<file path="src/rtl/flow_pkg.sv">
// Shared sizing, clear-sequencer state encoding and downstream selector
// constants for the register bank and its channel selector/distributor.
package flow_pkg;
  localparam int NUM_REGS = 32;
  localparam int DATA_W   = 20;
  localparam int SEL_W    = 5;

  // Downstream 32:1 selector and distributor share the bank geometry.
  localparam int SEL_NUM_CH = NUM_REGS;
  localparam int SEL_CH_W   = SEL_W;
  localparam int DIST_W     = DATA_W;

  typedef enum logic {
    ST_IDLE  = 1'b0,
    ST_CLEAR = 1'b1
  } clr_state_e;
endpackage

</file>
<file path="src/rtl/reg_clear_seq.sv">
// Clear sequencer: walks clr_cnt over 1..NUM_REGS-1, one register per cycle,
// then drops back to idle. Register 0 is hardwired zero so it is skipped.
module reg_clear_seq #(
  parameter int NUM_REGS = flow_pkg::NUM_REGS,
  parameter int SEL_W    = flow_pkg::SEL_W
) (
  input  logic             clk,
  input  logic             rst,
  input  logic             clr_req,
  output logic             clr_busy,
  output logic [SEL_W-1:0] clr_cnt
);
  import flow_pkg::*;

  localparam logic [SEL_W-1:0] LAST_IDX = SEL_W'(NUM_REGS - 1);

  clr_state_e       state_q, state_d;
  logic [SEL_W-1:0] cnt_q, cnt_d;

  always_comb begin
    state_d = state_q;
    cnt_d   = cnt_q;
    case (state_q)
      ST_IDLE: begin
        if (clr_req) begin
          state_d = ST_CLEAR;
          cnt_d   = SEL_W'(1);
        end
      end
      ST_CLEAR: begin
        // clr_req is ignored here; the count stops at LAST_IDX, never wraps
        if (cnt_q == LAST_IDX) begin
          state_d = ST_IDLE;
          cnt_d   = '0;
        end else begin
          cnt_d = cnt_q + SEL_W'(1);
        end
      end
      default: begin
        state_d = ST_IDLE;
        cnt_d   = '0;
      end
    endcase
  end

  always_ff @(posedge clk or posedge rst) begin
    if (rst) begin
      state_q <= ST_IDLE;
      cnt_q   <= '0;
    end else begin
      state_q <= state_d;
      cnt_q   <= cnt_d;
    end
  end

  assign clr_busy = (state_q == ST_CLEAR);
  assign clr_cnt  = cnt_q;
endmodule

</file>
<file path="src/rtl/reg_bank_20x32.sv">
// Register bank with one write port, two registered read ports with
// write/clear bypass, and a sequential full-bank clear. Reg 0 reads zero.
module reg_bank_20x32 #(
  parameter int NUM_REGS = flow_pkg::NUM_REGS,
  parameter int DATA_W   = flow_pkg::DATA_W,
  parameter int SEL_W    = flow_pkg::SEL_W
) (
  input  logic                               clk,
  input  logic                               rst,
  input  logic                               wr_valid,
  output logic                               wr_ready,
  input  logic [SEL_W-1:0]                   wr_sel,
  input  logic [DATA_W-1:0]                  wr_data,
  input  logic                               rd_req,
  input  logic [SEL_W-1:0]                   rd_sel_a,
  input  logic [SEL_W-1:0]                   rd_sel_b,
  output logic                               rd_valid,
  output logic [DATA_W-1:0]                  rd_data_a,
  output logic [DATA_W-1:0]                  rd_data_b,
  input  logic                               clr_req,
  output logic                               clr_busy,
  output logic [NUM_REGS-1:0][DATA_W-1:0]    regs_out
);
  import flow_pkg::*;

  logic [NUM_REGS-1:0][DATA_W-1:0] regs_q, regs_d;
  logic [DATA_W-1:0]               rd_data_a_q, rd_data_a_d;
  logic [DATA_W-1:0]               rd_data_b_q, rd_data_b_d;
  logic                            rd_valid_q, rd_valid_d;
  logic [SEL_W-1:0]                clr_cnt;
  logic                            wr_fire;

  reg_clear_seq #(
    .NUM_REGS (NUM_REGS),
    .SEL_W    (SEL_W)
  ) u_clr (
    .clk      (clk),
    .rst      (rst),
    .clr_req  (clr_req),
    .clr_busy (clr_busy),
    .clr_cnt  (clr_cnt)
  );

  assign wr_ready = ~clr_busy;
  assign wr_fire  = wr_valid & wr_ready;

  // Read value as it will look after this edge: new write data or a
  // register being cleared on this edge take precedence over stored data.
  function automatic logic [DATA_W-1:0] rd_view(input logic [SEL_W-1:0] sel);
    logic [DATA_W-1:0] v;
    v = regs_q[sel];
    if (sel == '0)                          v = '0;
    else if (wr_fire && (wr_sel == sel))    v = wr_data;
    else if (clr_busy && (clr_cnt == sel))  v = '0;
    return v;
  endfunction

  always_comb begin
    regs_d = regs_q;
    if (wr_fire && (wr_sel != '0)) regs_d[wr_sel] = wr_data;
    if (clr_busy)                  regs_d[clr_cnt] = '0;
    regs_d[0] = '0;
  end

  always_comb begin
    rd_valid_d  = rd_req;
    rd_data_a_d = rd_data_a_q;
    rd_data_b_d = rd_data_b_q;
    if (rd_req) begin
      rd_data_a_d = rd_view(rd_sel_a);
      rd_data_b_d = rd_view(rd_sel_b);
    end
  end

  always_ff @(posedge clk or posedge rst) begin
    if (rst) begin
      regs_q      <= '0;
      rd_valid_q  <= 1'b0;
      rd_data_a_q <= '0;
      rd_data_b_q <= '0;
    end else begin
      regs_q      <= regs_d;
      rd_valid_q  <= rd_valid_d;
      rd_data_a_q <= rd_data_a_d;
      rd_data_b_q <= rd_data_b_d;
    end
  end

  assign regs_out  = regs_q;
  assign rd_valid  = rd_valid_q;
  assign rd_data_a = rd_data_a_q;
  assign rd_data_b = rd_data_b_q;
endmodule

</file>
<file path="config.mk">
export PLATFORM = sky130hd
export DESIGN_NAME = reg_bank_20x32
export DESIGN_NICKNAME = d
export VERILOG_FILES = /design/src/rtl/flow_pkg.sv /design/src/rtl/reg_clear_seq.sv /design/src/rtl/reg_bank_20x32.sv
export SDC_FILE = /design/constraint.sdc
export NUM_CORES = 2
export LEC_CHECK = 0
export BUFFER_PORTS_ARGS = -buffer_cell sky130_fd_sc_hd__buf_2
export CORE_MARGIN = 1.5
export CORE_UTILIZATION = 35
export DETAILED_ROUTE_END_ITERATION = 12
export SLEW_MARGIN = 25
export SYNTH_ARGS = -nofsm -noshare
export SYNTH_HDL_FRONTEND = slang
export SYNTH_SLANG_ARGS = --single-unit
</file>
<file path="constraint.sdc">
create_clock -name clk -period 53.6 [get_ports clk]
set_input_delay 8.04 -clock clk [delete_from_list [all_inputs] [get_ports clk]]
set_output_delay 8.04 -clock clk [all_outputs]
set_load 0.03 [all_outputs]
</file>
# Word-level counts from Yosys, hierarchy flattened

Cells that the tools add are included.

Bitwise operators: 4
Reductions and logical operators: 10
Div/mod/pow operators: 0
Mux-type cells: 23
Equality and inequality tests: 6
Shift operators: 0
Add/subtract/negate cells: 1
Order comparisons: 6
$mul: 0

Operators with widths:

| kind                  | number |
|---|---|
| $mux W640             | 2 |
| $and A640 B640 Y640   | 1 |
| $bwmux W640           | 1 |
| $not A640 Y640        | 1 |
| $bmux W20 S5          | 2 |
| $demux W20 S5         | 2 |
| $mux W20              | 10 |
| $lt A5 B6 Y1 const B  | 4 |
| $eq A5 B5 Y1          | 4 |
| $ge A5 B1 Y1 const B  | 2 |
| $logic_not A5 Y1      | 2 |
| $mux W5               | 2 |
| $pmux W5 S2           | 1 |
| $logic_and A1 B1 Y1   | 7 |
| $add A5 B1 Y5 const B | 1 |
| $eq A5 B5 Y1 const B  | 1 |
| $reduce_bool A5 Y1    | 1 |
| $mux W1               | 2 |
| $ne A2 B1 Y1 const B  | 1 |
| $pmux W1 S2           | 1 |
| $and A1 B1 Y1         | 1 |
| $not A1 Y1            | 1 |

Memory bits (writable): 0
Bits in latches: 0
Bits in read-only memories: 0
Logic and storage cells: 86
Register bits: 667
Output and inout bits: 683
Input bits: 40
Memories: 0

# Longest topological paths before layout

Word-level depth: 8
Depth in mapped cells: 9
Depth with buffers taken out: 7

# By module

Synthesis repeated with hierarchy kept, for this count alone.

Cells, all modules: 3922
Area, all modules: 37516.0 um2

By module, submodules not included:

| module         | area an instance (um2) | instances | cells each | sequential area each (um2) |
|---|---|---|---|---|
| reg_bank_20x32 | 37195.7                | 1         | 3892       | 16540.9 |
| reg_clear_seq  | 320.3                  | 1         | 30         | 150.1 |

# Least setup slack after synthesis

OpenSTA, ideal clock, no wires.

Path kind: input to register
Start point: input rd_sel_b[1]
End point: register rd_data_b_q[11] (netlist: rd_data_b[11])
Buffers on the path: 2
Data required time: 53470 ps
Setup slack: 44016 ps
Stages on the path: 6
Data arrival time: 9454 ps
Library setup time: 130 ps
Cells stage by stage: buf_2 > buf_1 > mux4_2 > mux2_2 > a211oi_1 > o31ai_1

Word-level cells in the longest chain between the ends: 5
Elaborated cells between the ends (all ways): 10
Those cells by class: 2 x eq/ne; 5 x mux; 3 x reduce/logical

RTL lines:

| item                                                                  | line                                       | RTL |
|---|---|---|
| start, declared                                                       | reg_bank_20x32.sv:16                       | `input logic [SEL_W-1:0] rd_sel_b,` |
| $bmux W20 S5 or $eq A5 B5 Y1 (tied branches)                          | reg_bank_20x32.sv:51, reg_bank_20x32.sv:54 |  |
| $mux W20 (not written as such) or $logic_and A1 B1 Y1 (tied branches) | reg_bank_20x32.sv:51, reg_bank_20x32.sv:54 |  |
| $mux W20                                                              | reg_bank_20x32.sv:54                       | `else if (clr_busy && (clr_cnt == sel)) v = '0;` |
| $mux W20                                                              | reg_bank_20x32.sv:53                       | `else if (wr_fire && (wr_sel == sel)) v = wr_data;` |
| $mux W20 *                                                            | reg_bank_20x32.sv:52                       | `if (sel == '0) v = '0;` |
| end signal, assigned                                                  | reg_bank_20x32.sv:85                       | `rd_data_b_q <= rd_data_b_d;` |
| end, declared                                                         | reg_bank_20x32.sv:28                       | `logic [DATA_W-1:0] rd_data_b_q, rd_data_b_d;` |

Mark *: on every way between the ends. The rest lies on a longest branch, timed or not. The select of a mux whose other input is x is not followed.
A chain may end at the register's enable or synchronous reset.

==> flow_summary.yaml <==
placed_design:
  pre_cts_ws_ns: 42.16
  placed_area_sq_um: 41800
  portBuffers: 702
  gp_congestion: 1.01
  hpwlAfterDp_mm: 140
final_layout:
  fillers: 10600
  drive_above_1_share: 0.284
  nets: 4443
  post-route-cell-area_sq_um: 44500
  areaGrowthSynthToFinish_pct: 18.2
sta:
  tightest_slew_ns: 1.20
  relSlewSlack: 0.201
  fin_ws_ns: 42.83
  fin_tns_setup_ns: 0
  holdWs_ns: 0.515
  setup_viol: 0
  max_freq_ghz: 0.0929
  fin_worst_skew_ns: 0.0356
  hold_viol_final: 0
  period_share: 0.201
  finalMaxSlewViolations: 0
  rsz0062_at_grt: "false"
  min_period_ns: 10.77
floorplanning:
  die_y_um: 331
  rows: 120
  io_pins: 723
  die_w_um: 331
  core_sq_um: 107000
  initial_core_util: 0.352
  die_area_sq_um: 110000
routing:
  drt_iter0_drc: 5449
  ant_nets: 0
  num_vias: 36100
  route.detailed.drc: 0
  first_pass_iters: 8
  via_per_inst: 6.16
  wirelength_mm: 194
  wl_per_cell_um: 33.1
global_route:
  grt_overflow: 0
  antenna_found_initial: 12
  grt_max_degree: 153
  grtUsageTotal: 0.345
  grt_pass1_vias: 33700
  grt_pass1_wl_mm: 270
synth:
  synth_warnings: 0
  synthTopCellsByCount: "nand2_1 (1,293), dfrtp_1 (667), a21oi_1 (633), clkbuf_1 (295), mux4_2 (216)"
  avgSynthCellArea_sq_um: 9.50
  syn_area_sq_um: 37600
  synth_top_area_cell: "dfrtp_1"
  synth_async_sr_flop_share: 1.00
  netlist_top_cells_area: "dfrtp_1 (44%), mux4_2 (13%), nand2_1 (13%)"
  synth_top_area_share: 0.443
  ys_ff_latch: 667
  ys.flop_type: "dfrtp_1"
  syn-instance-count: 3963
  synth_edf_count: 0
  synth.distinct_cells: 55
  seq_area_frac_synth: 0.443
  yosysMostFrequentCell: "nand2_1"
setup_path:
  critical_path_class: "input pin to asynchronous set/reset pin"
  cp_max_fo: 152
  critPathLaunchType: "input pin"
  end_kind: "asynchronous set/reset pin"
  worstPathRequired_ns: 54.26
  arrival_ns: 11.43
power_and_ir_drop:
  total_power_uw: 1760
  vdd_drop_max_uv: 25.3
  swShare: 0.397
  switching_power_uw: 697
  clock_power_share: 0.324
  p_per_area_nw_per_um2: 39.5
  pwr-share-comb: 0.291
  seqPwrFrac: 0.385
  p_leak_uw: 0.0204
  p_int_uw: 1060
clock_tree:
  max-clock-path-buffers: 3
  cts_hold_buf: 0
  clk_latency_ns: 0.67
  post-cts-setup-buffers: 0
  cts_resized: 0
  htree_levels: 3
  clk_pin_slew_worst_paths_ns: 0.06
  clock_tree.root_cell: "clkbuf_16"
  cts_tree: "yes"
  cts_buffers: 81
  numClockSinks: 667
hold_path:
  worstHoldPathType: "register to register"
flow_run:
  maxCapViolations: 0
run_status:
  status: "completed"
registers in the layout, indices dropped and copies added, names as in the netlist:
register and flops:
rd_data_a 20, rd_data_b 20, rd_valid 1, regs_out 620, u_clr.clr_busy 1, u_clr.clr_cnt 5
final timing paths:
check | start | endpoint | slack [ns] | cells past startpoint
max | rst | regs_out[627] | 42.83 | 5
min | rd_data_b[7] | rd_data_b[7] | 0.51 | 2
max reg2reg | u_clr.clr_busy | regs_out[238] | 50.09 | 5
min reg2reg | rd_data_b[7] | rd_data_b[7] | 0.51 | 2
max in group clk | rd_sel_b[1] | rd_data_b[14] | 42.88 | 6
min in group asynchronous | rst | regs_out[82] | 7.59 | 2
through the flow:
stage                     utilization  instances
final                           0.416       5868
after global routing            0.416       5867
after CTS                       0.416       5864
after detailed placement        0.391       5718
after global placement          0.390       5718
after floorplan                     -       3982
logic make-up after synthesis:
| kind of cell | Yosys count | synth area share |
|---|---|---|
| flip-flops | 667 | 0.443 |
| multiplexers | 407 | 0.189 |
| XOR/XNOR | 20 | 0.00485 |
| AND/OR/NAND/NOR | 1491 | 0.156 |
| buffers and inverters | 449 | 0.0575 |
| AO/OA/AOI/OAI | 923 | 0.147 |
| adder cells (fa/ha/maj) | 5 | 0.00166 |
| other | 1 | 0.0000996 |
cells in the final DEF (no fill, tap or decap), types with 9 or more instances in the layout:
cell and instances:
o21ai_0 17, o32ai_1 12, nor2b_1 29, nor3_1 32, clkbuf_16 85, a31o_1 13
clkinv_2 14, a22o_1 25, buf_4 70, mux4_1 16, conb_1 20, mux4_2 216
o31ai_1 29, clkbuf_1 19, nand3_1 10, nand2_1 1286, nand2b_1 13, a211oi_1 20
a21oi_1 633, nor2_1 30, mux2_2 74, o22ai_1 10, o22a_1 30, clkbuf_8 18
nor2_2 25, nor2_4 9, xnor2_1 13, mux2i_1 100, nor3_2 18, a221oi_1 70
dfrtp_1 667, o221ai_1 30, a22oi_1 29, buf_2 696
routing by layer:
metal | share of wire | GRT usage
met5 | 0.00056 | 0
met3 | 0.14 | 0.135
met4 | 0.038 | 0.106
met2 | 0.46 | 0.545
met1 | 0.37 | 0.436
area by class of cell:
class,count,area (sq um),share of cell area
well taps,1403,1760,0.0395
multi-input cells,2866,19200,0.431
diodes,4,10.0,0.000225
clock inverters,24,239,0.00537
flip-flops and latches,667,16700,0.375
clock buffers,122,2450,0.0550
inverters,7,33.8,0.000759
repair buffers,775,4160,0.0934
power by group through the flow:
stage / clock [uW] / combinational [uW] / sequential [uW]
3_5_place_dp: 0 / 501 / 680
5_1_grt: 593 / 535 / 680
4_1_cts: 572 / 502 / 672
2_1_floorplan: 0 / 204 / 761
3_3_place_gp: 0 / 496 / 678
6_report: 569 / 510 / 675
worst max-delay path, stage by stage:
cell    delay, ns
buf_2        0.13
inv_8        0.62
buf_12       0.70
buf_12       0.64
buf_4        0.84
(Power assumes the default switching activity.)
